===== config.mk =====
export PLATFORM = sky130hd
export DESIGN_NAME = tinker_fetch_queue_flat
export DESIGN_NICKNAME = d
export VERILOG_FILES = /design/src/rtl/tinker_fetch_queue_if.sv /design/src/rtl/tinker_fetch_queue.sv /design/src/flat_wrapper.sv
export SDC_FILE = /design/constraint.sdc
export NUM_CORES = 1
export LEC_CHECK = 0
export ABC_AREA = 1
export ABC_CLOCK_PERIOD_IN_PS = 14800
export CORE_UTILIZATION = 60
export CTS_BUF_LIST = sky130_fd_sc_hd__clkbuf_8
export CTS_CLUSTER_SIZE = 8
export DETAILED_ROUTE_END_ITERATION = 16
export PLACE_DENSITY = 0.86
export SLEW_MARGIN = 10
export SYNTH_ARGS = -nofsm -noshare
export SYNTH_HDL_FRONTEND = slang
export SYNTH_SLANG_ARGS = --single-unit

===== constraint.sdc =====
create_clock -name clk -period 14.8 [get_ports clk]
set_input_delay 2.96 -clock clk [delete_from_list [all_inputs] [get_ports clk]]
set_output_delay 2.96 -clock clk [all_outputs]
set_load 0.05 [all_outputs]

===== src/rtl/tinker_fetch_queue_if.sv =====
// Memory read port and instruction delivery port of the fetch queue.
// The queue drives the master side; memory and the core sit on the slave side.
interface tinker_fetch_queue_if;
    logic        mem_req;
    logic [63:0] mem_addr;
    logic        mem_rvalid;
    logic [31:0] mem_rdata;
    logic        inst_valid;
    logic        inst_ready;
    logic [31:0] inst_word;
    logic [63:0] inst_pc;

    modport master (
        output mem_req, mem_addr, inst_valid, inst_word, inst_pc,
        input  mem_rvalid, mem_rdata, inst_ready
    );

    modport slave (
        input  mem_req, mem_addr, inst_valid, inst_word, inst_pc,
        output mem_rvalid, mem_rdata, inst_ready
    );
endinterface


===== src/rtl/tinker_fetch_queue.sv =====
// Instruction prefetch queue: one outstanding 32-bit read, PC-tagged FIFO,
// registered head, flush-and-refetch on redirect.
module tinker_fetch_queue #(
    parameter int unsigned DEPTH    = 4,
    parameter logic [63:0] RESET_PC = 64'h2000
) (
    input  logic                     clk,
    input  logic                     reset,
    tinker_fetch_queue_if.master     bus,
    input  logic                     redirect_valid,
    input  logic [63:0]              redirect_pc,
    input  logic                     halt_in,
    output logic [$clog2(DEPTH):0]   occupancy
);
    localparam int unsigned PW = $clog2(DEPTH);
    localparam logic [PW:0] FULL = (PW+1)'(DEPTH);

    typedef enum logic [1:0] {S_IDLE, S_WAIT, S_DRAIN} state_t;

    state_t        state, state_n;
    logic [63:0]   fetch_pc, fetch_pc_n;
    logic [63:0]   req_pc, req_pc_n;
    logic [PW-1:0] rd_ptr, rd_ptr_n;
    logic [PW-1:0] wr_ptr, wr_ptr_n;
    logic [PW:0]   count, count_n;
    logic [31:0]   word_q [DEPTH];
    logic [63:0]   pc_q [DEPTH];
    logic [31:0]   head_word, head_word_n;
    logic [63:0]   head_pc, head_pc_n;
    logic          issue, push, pop;

    // Fetch sequencing: issue, wait for the reply, or drain a stale reply.
    always_comb begin
        state_n    = state;
        fetch_pc_n = fetch_pc;
        req_pc_n   = req_pc;
        issue      = 1'b0;
        push       = 1'b0;
        unique case (state)
            S_IDLE: begin
                issue = reset && !halt_in && !redirect_valid && (count < FULL);
                if (issue) begin
                    req_pc_n = fetch_pc;
                    state_n  = S_WAIT;
                end
            end
            S_WAIT: begin
                if (bus.mem_rvalid) begin
                    push       = !redirect_valid;
                    fetch_pc_n = req_pc + 64'd4;
                    state_n    = S_IDLE;
                end else if (redirect_valid) begin
                    state_n = S_DRAIN;
                end
            end
            S_DRAIN: begin
                if (bus.mem_rvalid) state_n = S_IDLE;
            end
            default: state_n = S_IDLE;
        endcase
        if (redirect_valid) fetch_pc_n = {redirect_pc[63:2], 2'b00};
        bus.mem_req  = issue;
        bus.mem_addr = issue ? fetch_pc : 64'd0;
    end

    // FIFO bookkeeping and the next value of the registered head entry.
    always_comb begin
        pop      = (count != '0) && bus.inst_ready && !redirect_valid;
        rd_ptr_n = rd_ptr + PW'(pop);
        wr_ptr_n = wr_ptr + PW'(push);
        count_n  = count + (PW+1)'(push) - (PW+1)'(pop);
        if (redirect_valid) begin
            rd_ptr_n = '0;
            wr_ptr_n = '0;
            count_n  = '0;
        end
        head_word_n = word_q[rd_ptr_n];
        head_pc_n   = pc_q[rd_ptr_n];
        // A word landing in an otherwise empty queue becomes the head directly.
        if (push && (wr_ptr == rd_ptr_n)) begin
            head_word_n = bus.mem_rdata;
            head_pc_n   = req_pc;
        end
        if (count_n == '0) begin
            head_word_n = '0;
            head_pc_n   = '0;
        end
    end

    // State register.
    always_ff @(posedge clk) begin
        if (!reset) state <= S_IDLE;
        else        state <= state_n;
    end

    // Fetch address, pointers, count and head registers.
    always_ff @(posedge clk) begin
        if (!reset) begin
            fetch_pc  <= RESET_PC;
            req_pc    <= '0;
            rd_ptr    <= '0;
            wr_ptr    <= '0;
            count     <= '0;
            head_word <= '0;
            head_pc   <= '0;
        end else begin
            fetch_pc  <= fetch_pc_n;
            req_pc    <= req_pc_n;
            rd_ptr    <= rd_ptr_n;
            wr_ptr    <= wr_ptr_n;
            count     <= count_n;
            head_word <= head_word_n;
            head_pc   <= head_pc_n;
        end
    end

    // Storage array; contents are qualified by the count, so no reset.
    always_ff @(posedge clk) begin
        if (reset && push) begin
            word_q[wr_ptr] <= bus.mem_rdata;
            pc_q[wr_ptr]   <= req_pc;
        end
    end

    assign bus.inst_valid = (count != '0);
    assign bus.inst_word  = head_word;
    assign bus.inst_pc    = head_pc;
    assign occupancy      = count;
endmodule


===== src/flat_wrapper.sv =====
// flat-port wrapper written by rule: the top's interface ports become plain ports
module tinker_fetch_queue_flat 
#(
    parameter int unsigned DEPTH    = 4,
    parameter logic [63:0] RESET_PC = 64'h2000
)
  (clk, reset, redirect_valid, redirect_pc, halt_in, occupancy, bus_mem_req, bus_mem_addr, bus_inst_valid, bus_inst_word, bus_inst_pc, bus_mem_rvalid, bus_mem_rdata, bus_inst_ready);
  tinker_fetch_queue_if bus_i ();
  input  logic clk;
  input  logic reset;
  input  logic redirect_valid;
  input  logic [63:0] redirect_pc;
  input  logic halt_in;
  output logic [$clog2(DEPTH):0] occupancy;
  output wire logic [$bits(bus_i.mem_req)-1:0] bus_mem_req;
  output wire logic [$bits(bus_i.mem_addr)-1:0] bus_mem_addr;
  output wire logic [$bits(bus_i.inst_valid)-1:0] bus_inst_valid;
  output wire logic [$bits(bus_i.inst_word)-1:0] bus_inst_word;
  output wire logic [$bits(bus_i.inst_pc)-1:0] bus_inst_pc;
  input wire logic [$bits(bus_i.mem_rvalid)-1:0] bus_mem_rvalid;
  input wire logic [$bits(bus_i.mem_rdata)-1:0] bus_mem_rdata;
  input wire logic [$bits(bus_i.inst_ready)-1:0] bus_inst_ready;
  assign bus_mem_req = bus_i.mem_req;
  assign bus_mem_addr = bus_i.mem_addr;
  assign bus_inst_valid = bus_i.inst_valid;
  assign bus_inst_word = bus_i.inst_word;
  assign bus_inst_pc = bus_i.inst_pc;
  assign bus_i.mem_rvalid = bus_mem_rvalid;
  assign bus_i.mem_rdata = bus_mem_rdata;
  assign bus_i.inst_ready = bus_inst_ready;
  tinker_fetch_queue #(.DEPTH(DEPTH), .RESET_PC(RESET_PC)) u_core (.clk(clk), .reset(reset), .bus(bus_i), .redirect_valid(redirect_valid), .redirect_pc(redirect_pc), .halt_in(halt_in), .occupancy(occupancy));
endmodule

-- Yosys cells after proc, flatten, opt, wreduce, memory -nomap -nowiden
Memories as Yosys holds them, arrays and structs flattened. A register that Yosys moved wholly into a read port is not among the register bits.
Index checks and enable logic that the tools add are counted.
- register bits after elaboration: 137
- RAM bits: 384
- output and inout bits: 165
- word-level logic and storage cells: 56
- memories kept: 2
- $add $sub $neg: 5
- order comparisons: 1
- equality and inequality tests: 5
- muxes and demuxes: 16
- bitwise gates (word level): 1
- reduce and logical (&&, ||, !) cells: 19
- memories (memory ; depth ; bits a word ; rd ports ; clocked after Yosys merged registers in ; write ports ; RTL line ; RTL):
    u_core.pc_q ; 4 ; 64 ; 1 ; 1 ; 1 ; tinker_fetch_queue.sv:27 ; logic [63:0] pc_q [DEPTH];
    u_core.word_q ; 4 ; 32 ; 1 ; 1 ; 1 ; tinker_fetch_queue.sv:26 ; logic [31:0] word_q [DEPTH];
- operator list (operator ; count):
    64-bit 2-to-1 mux ; 4
    64-bit by 3-bit adder with 64-bit output (second input constant) ; 1
    2-bit 2-to-1 mux ; 5
    1-bit logical AND ; 6
    2-bit case mux with 3 select lines ; 1
    2-bit AND reduction ; 3
    1-bit 2-to-1 mux ; 5
    2-bit by 1-bit adder with 2-bit output ; 2
    2-bit nonzero test ; 2
    2-bit OR reduction ; 2
    3-bit by 1-bit adder with 3-bit output ; 1
    3-bit logical NOT ; 1
    3-bit less-than comparator (second input constant) ; 1
    3-bit 2-to-1 mux ; 1
    3-bit != test (second input constant) ; 1
    3-bit AND reduction ; 1
    3-bit nonzero test ; 1
    3-bit by 1-bit subtractor with 3-bit output ; 1
    2-bit by 1-bit equality test with 1-bit output (second input constant) ; 1
    2-bit equality test (second input constant) ; 1
    1-bit logical NOT ; 2
    2-bit logical NOT ; 1
    2-bit by 1-bit != test with 1-bit output (second input constant) ; 1
    2-bit != test (second input constant) ; 1
    1-bit inverter ; 1

-- Logic depth before layout (Yosys ltp)
- depth after elaboration: 8
- depth in mapped cells: 15
- gate-level depth less buffers: 13

-- Worst setup path before layout
OpenSTA, ideal clock, no wires.
- path kind: in2reg
- start point: in reset
- end point: mem u_core.pc_q[0][0] (enable)
- setup time: 0.669 ns
- arrival time: 10.307 ns
- required time: 14.131 ns
- path slack: 3.824 ns
- stages on the path: 7
- path buffers: 1
- cells stage by stage: inv_2 nor2_2 inv_2 nor2_1 inv_1 clkbuf_1 nor3_1
- longest elaborated chain between the ends: 3
- ends and longest elaborated chain (element ; RTL line ; RTL):
    start: declaration ; flat_wrapper.sv:10 ; input logic reset;
    1-bit logical AND ; tinker_fetch_queue.sv:119 ; if (reset && push) begin
    1-bit 2-to-1 mux ; tinker_fetch_queue.sv:119 ;
    1-bit 2-to-1 mux (not written as such) ; tinker_fetch_queue.sv:121 ; pc_q[wr_ptr] <= req_pc;
    end: declaration ; tinker_fetch_queue.sv:27 ;
No other way between the ends.

-- Worst setup path after layout
- start point: in reset
- end point: out bus_mem_addr[40]
- longest elaborated chain between the ends: 5
- ends and longest elaborated chain (element ; RTL line ; RTL):
    1-bit logical AND (3 in series) ; tinker_fetch_queue.sv:41 ; issue = reset && !halt_in && !redirect_valid && (count < FULL);
    1-bit 2-to-1 mux ; tinker_fetch_queue.sv:39 ; unique case (state)
    64-bit 2-to-1 mux ; tinker_fetch_queue.sv:63 ; bus.mem_addr = issue ? fetch_pc : 64'd0;
    end: declaration ; flat_wrapper.sv:16 ; output wire logic [$bits(bus_i.mem_addr)-1:0] bus_mem_addr;
No other way between the ends.

==> results.yml <==
global_routing:
  grt_usage: 0.354
  grt_max_degree: 101
  grt_antenna_before_repair: 1
  grt_pass1_wl_mm: 126
  first_global_vias: 23395
  grt_overflow: 0
synthesis:
  yosys_warnings: 0
  syn_area_um2: 27300
  synthCells: 3259
  async_reset_ff_frac: 0
  synth-seq-cells: 617
  synth_ff_type: "edfxtp_1"
  synth_cell_types: 37
  synth_top_area_cell: "edfxtp_1"
  syn_avg_cell_area_um2: 8.38
  synth.most_common_cell: "nand2_1"
  synth_fp_nets: 3365
  ys_seq_area_frac: 0.593
  synth_commonest_cells: "nand2_1, edfxtp_1, nor2_1, inv_1, nand3_1"
  synthTopCellsByArea: "edfxtp_1, dfxtp_1, nand2_1"
  synth_edf_count: 384
  synth_top_area_frac: 0.422
setup_path:
  max_stage_delay_ps: 840
  regToRegStartpoint: "u_core.occupancy[2]"
  critical_path_class: "in2out"
  r2r-end: "u_core.bus.inst_pc[45]"
  required_ps: 11840
  critPathLaunchType: "primary input"
  critPathMaxFanout: 62
  reg2reg_depth: 13
  arrival_ps: 7710
  startpoint: "reset"
  cpMaxStageDelayCell: "clkdlybuf4s50_1"
  cp_cell_sequence: "clkdlybuf4s50_1, buf_4, clkinv_2, nor2_2, inv_2, nor3_2, inv_1, nor3_4, inv_4, buf_4, nor2_1, clkdlybuf4s50_1"
  regToRegSetupSlack_ps: 10230
  end_kind: "output pin"
timing:
  fin_setup_tns_ps: 0
  maxSlewHeadroom: 0.198
  finalCritPeriodShare: 0.721
  setup_violations: 0
  rsz0062_at_grt: "no"
  clock_skew_ps: 47.6
  fin_crit_ps: 10670
  tightestPinTransition_ps: 1200
  fmax_mhz: 93.7
  hold_violations: 0
  finalMaxSlewViolations: 0
clock_network:
  cts_max_level: 3
  root_buffer: "clkbuf_8"
  cts_setup_buffers: 0
  cts_buffer_depth: 3
  ctsHoldBuffers: 0
  cts_inserted_buffers: 95
  post_cts.resized_instances: 0
  clk_pin_slew_ps: 60
  cts_tree: "yes"
  insertion_delay_ps: 740
  numClockSinks: 617
drt:
  wl_per_cell_um: 19.8
  drc: 0
  first_pass_iters: 7
  via_count: 23690
  routed_wl_mm: 82.1
  ant_nets: 0
  initialDrtViolationCount: 2795
  vias_per_cell: 5.70
floorplanning:
  rows: 77
  io_pins: 267
  core-area_um2: 44500
  die_h_um: 215
  dieArea_um2: 46400
  dieWidth_um: 215
  start_util: 0.614
pwr:
  swShare: 0.226
  irDropWorstVdd_v: 0.0000756
  power_frac_clock: 0.415
  power.density_nw_per_um2: 105
  p_leak_nw: 12.5
  seq_power_share: 0.548
  p_switching_w: 0.000762
  intPower_w: 0.00260
  power_w: 0.00336
  p_comb_frac: 0.037
min_path:
  min_from: "u_core.fetch_pc[0]"
  hold-path-cell-count: 2
  hold_path_end: "u_core.fetch_pc[0]"
  hold_class: "reg2reg"
layout:
  syn_to_final_growth_pct: 17.8
  fill_cells: 3157
  drive_gt1_frac: 0.0565
  nets: 3586
placement:
  post-dp-hpwl_mm: 50.8
  place.gp.congestion: 0.994
  place.port_buffers: 264
run_status:
  status: "complete, no violations"
job:
  cap_violations: 0
-- worst max-delay path by stage --
stage	endpoint	slack, ps	cells after the start
floorplan	u_core.pc_q[0][0]	3820	7
global placement	bus_mem_addr[36]	4320	12
detailed placement	bus_mem_addr[40]	4210	12
CTS	bus_mem_addr[40]	4170	12
global route	bus_mem_addr[40]	3960	12
finish	bus_mem_addr[40]	4130	12
-- power groups by stage --
stage / clock network, W / registers, W / logic (W)
finish: 0.00140 / 0.00184 / 0.000125
global route: 0.00148 / 0.00184 / 0.000135
CTS: 0.00140 / 0.00184 / 0.000124
detailed placement: 0 / 0.00188 / 0.000122
global placement: 0 / 0.00188 / 0.000119
floorplan: 0 / 0.00188 / 0.0000602
-- layout by cell type (no fill, tap or decap), drive strengths merged --
master         synthesis  layout
a21oi                101     101
a31oi                 15      15
a32o                   1       1
and2                   3       3
buf                   78      33
bufinv                 0       2
clkbuf                94     111
clkdlybuf4s50          0     263
clkinv                 0       8
dfxtp                233     233
diode                  0       1
edfxtp               384     384
fa                     1       1
ha                     3       3
inv                  305     361
nand2               1180    1180
nand3                267     267
nand3b                 6       6
nand4                 90      90
nor2                 383     383
nor3                  25      25
nor4                   1       1
o211ai                 5       5
o21a                   1       1
o21ai                 68      68
o221ai                 1       1
o31ai                  2       2
or2                    4       4
or4                    1       1
xnor2                  2       2
xor2                   5       5
-- flip-flops by register name (all words and copies together), names as in the netlist, 3 cells and up --
signal / flops
u_core.pc_q: 256
u_core.word_q: 128
u_core.bus.inst_pc: 64
u_core.fetch_pc: 64
u_core.req_pc: 64
u_core.bus.inst_word: 32
u_core.occupancy: 3
-- per-stage QoR --
step / cell area (µm²) / setup WS [ps] / instances / util / hold slack [ps]
final: 32200 / 4130 / 4153 / 0.723 / 477
after global routing: 32200 / 3960 / 4152 / 0.723 / 502
after CTS: 32200 / 4170 / 4152 / 0.723 / 480
after detailed placement: 30300 / 4210 / 3975 / 0.680 / 471
after global placement: 30300 / 4320 / 3975 / 0.680 / 467
after floorplan: 27300 / 3820 / 3259 / - / 429
-- critical path, delay by kind of cell --
kind / cells / cell delay (ps)
and+or+nand+nor: 4 / 1150
buffers and inverters: 8 / 3500
-- cell type report --
type / instances / area [µm²] / share of cell area
timing repair buffer: 296 / 2880 / 0.0895
inverter: 305 / 1150 / 0.0357
tap: 592 / 741 / 0.0230
clock inverter: 66 / 382 / 0.0119
clock buffer: 111 / 1530 / 0.0475
sequential: 617 / 16200 / 0.504
antenna: 1 / 2.50 / 0.0000778
multi-input combinational: 2165 / 9290 / 0.289
-- routing by layer --
layer / vias to the layer above / global-route usage / wire, µm
li1: 10971 / - / -
met1: 10933 / 0.432 / 29800
met2: 1496 / 0.590 / 39600
met3: 288 / 0.0677 / 8470
met4: 2 / 0.196 / 4160
met5: - / 0 / 10
-- cells by family (layout without fill, tap and decap cells) --
family / count (synthesis) / in the layout / share of synthesized area
compound gates: 194 / 194 / 0.0373
xor+xnor: 7 / 7 / 0.00224
fa+ha+maj: 4 / 4 / 0.00211
buf+inv: 477 / 778 / 0.0701
flops: 617 / 617 / 0.593
other cells: 0 / 1 / 0
simple gates: 1960 / 1960 / 0.295
Note: power is estimated with default switching activity, not from simulation.
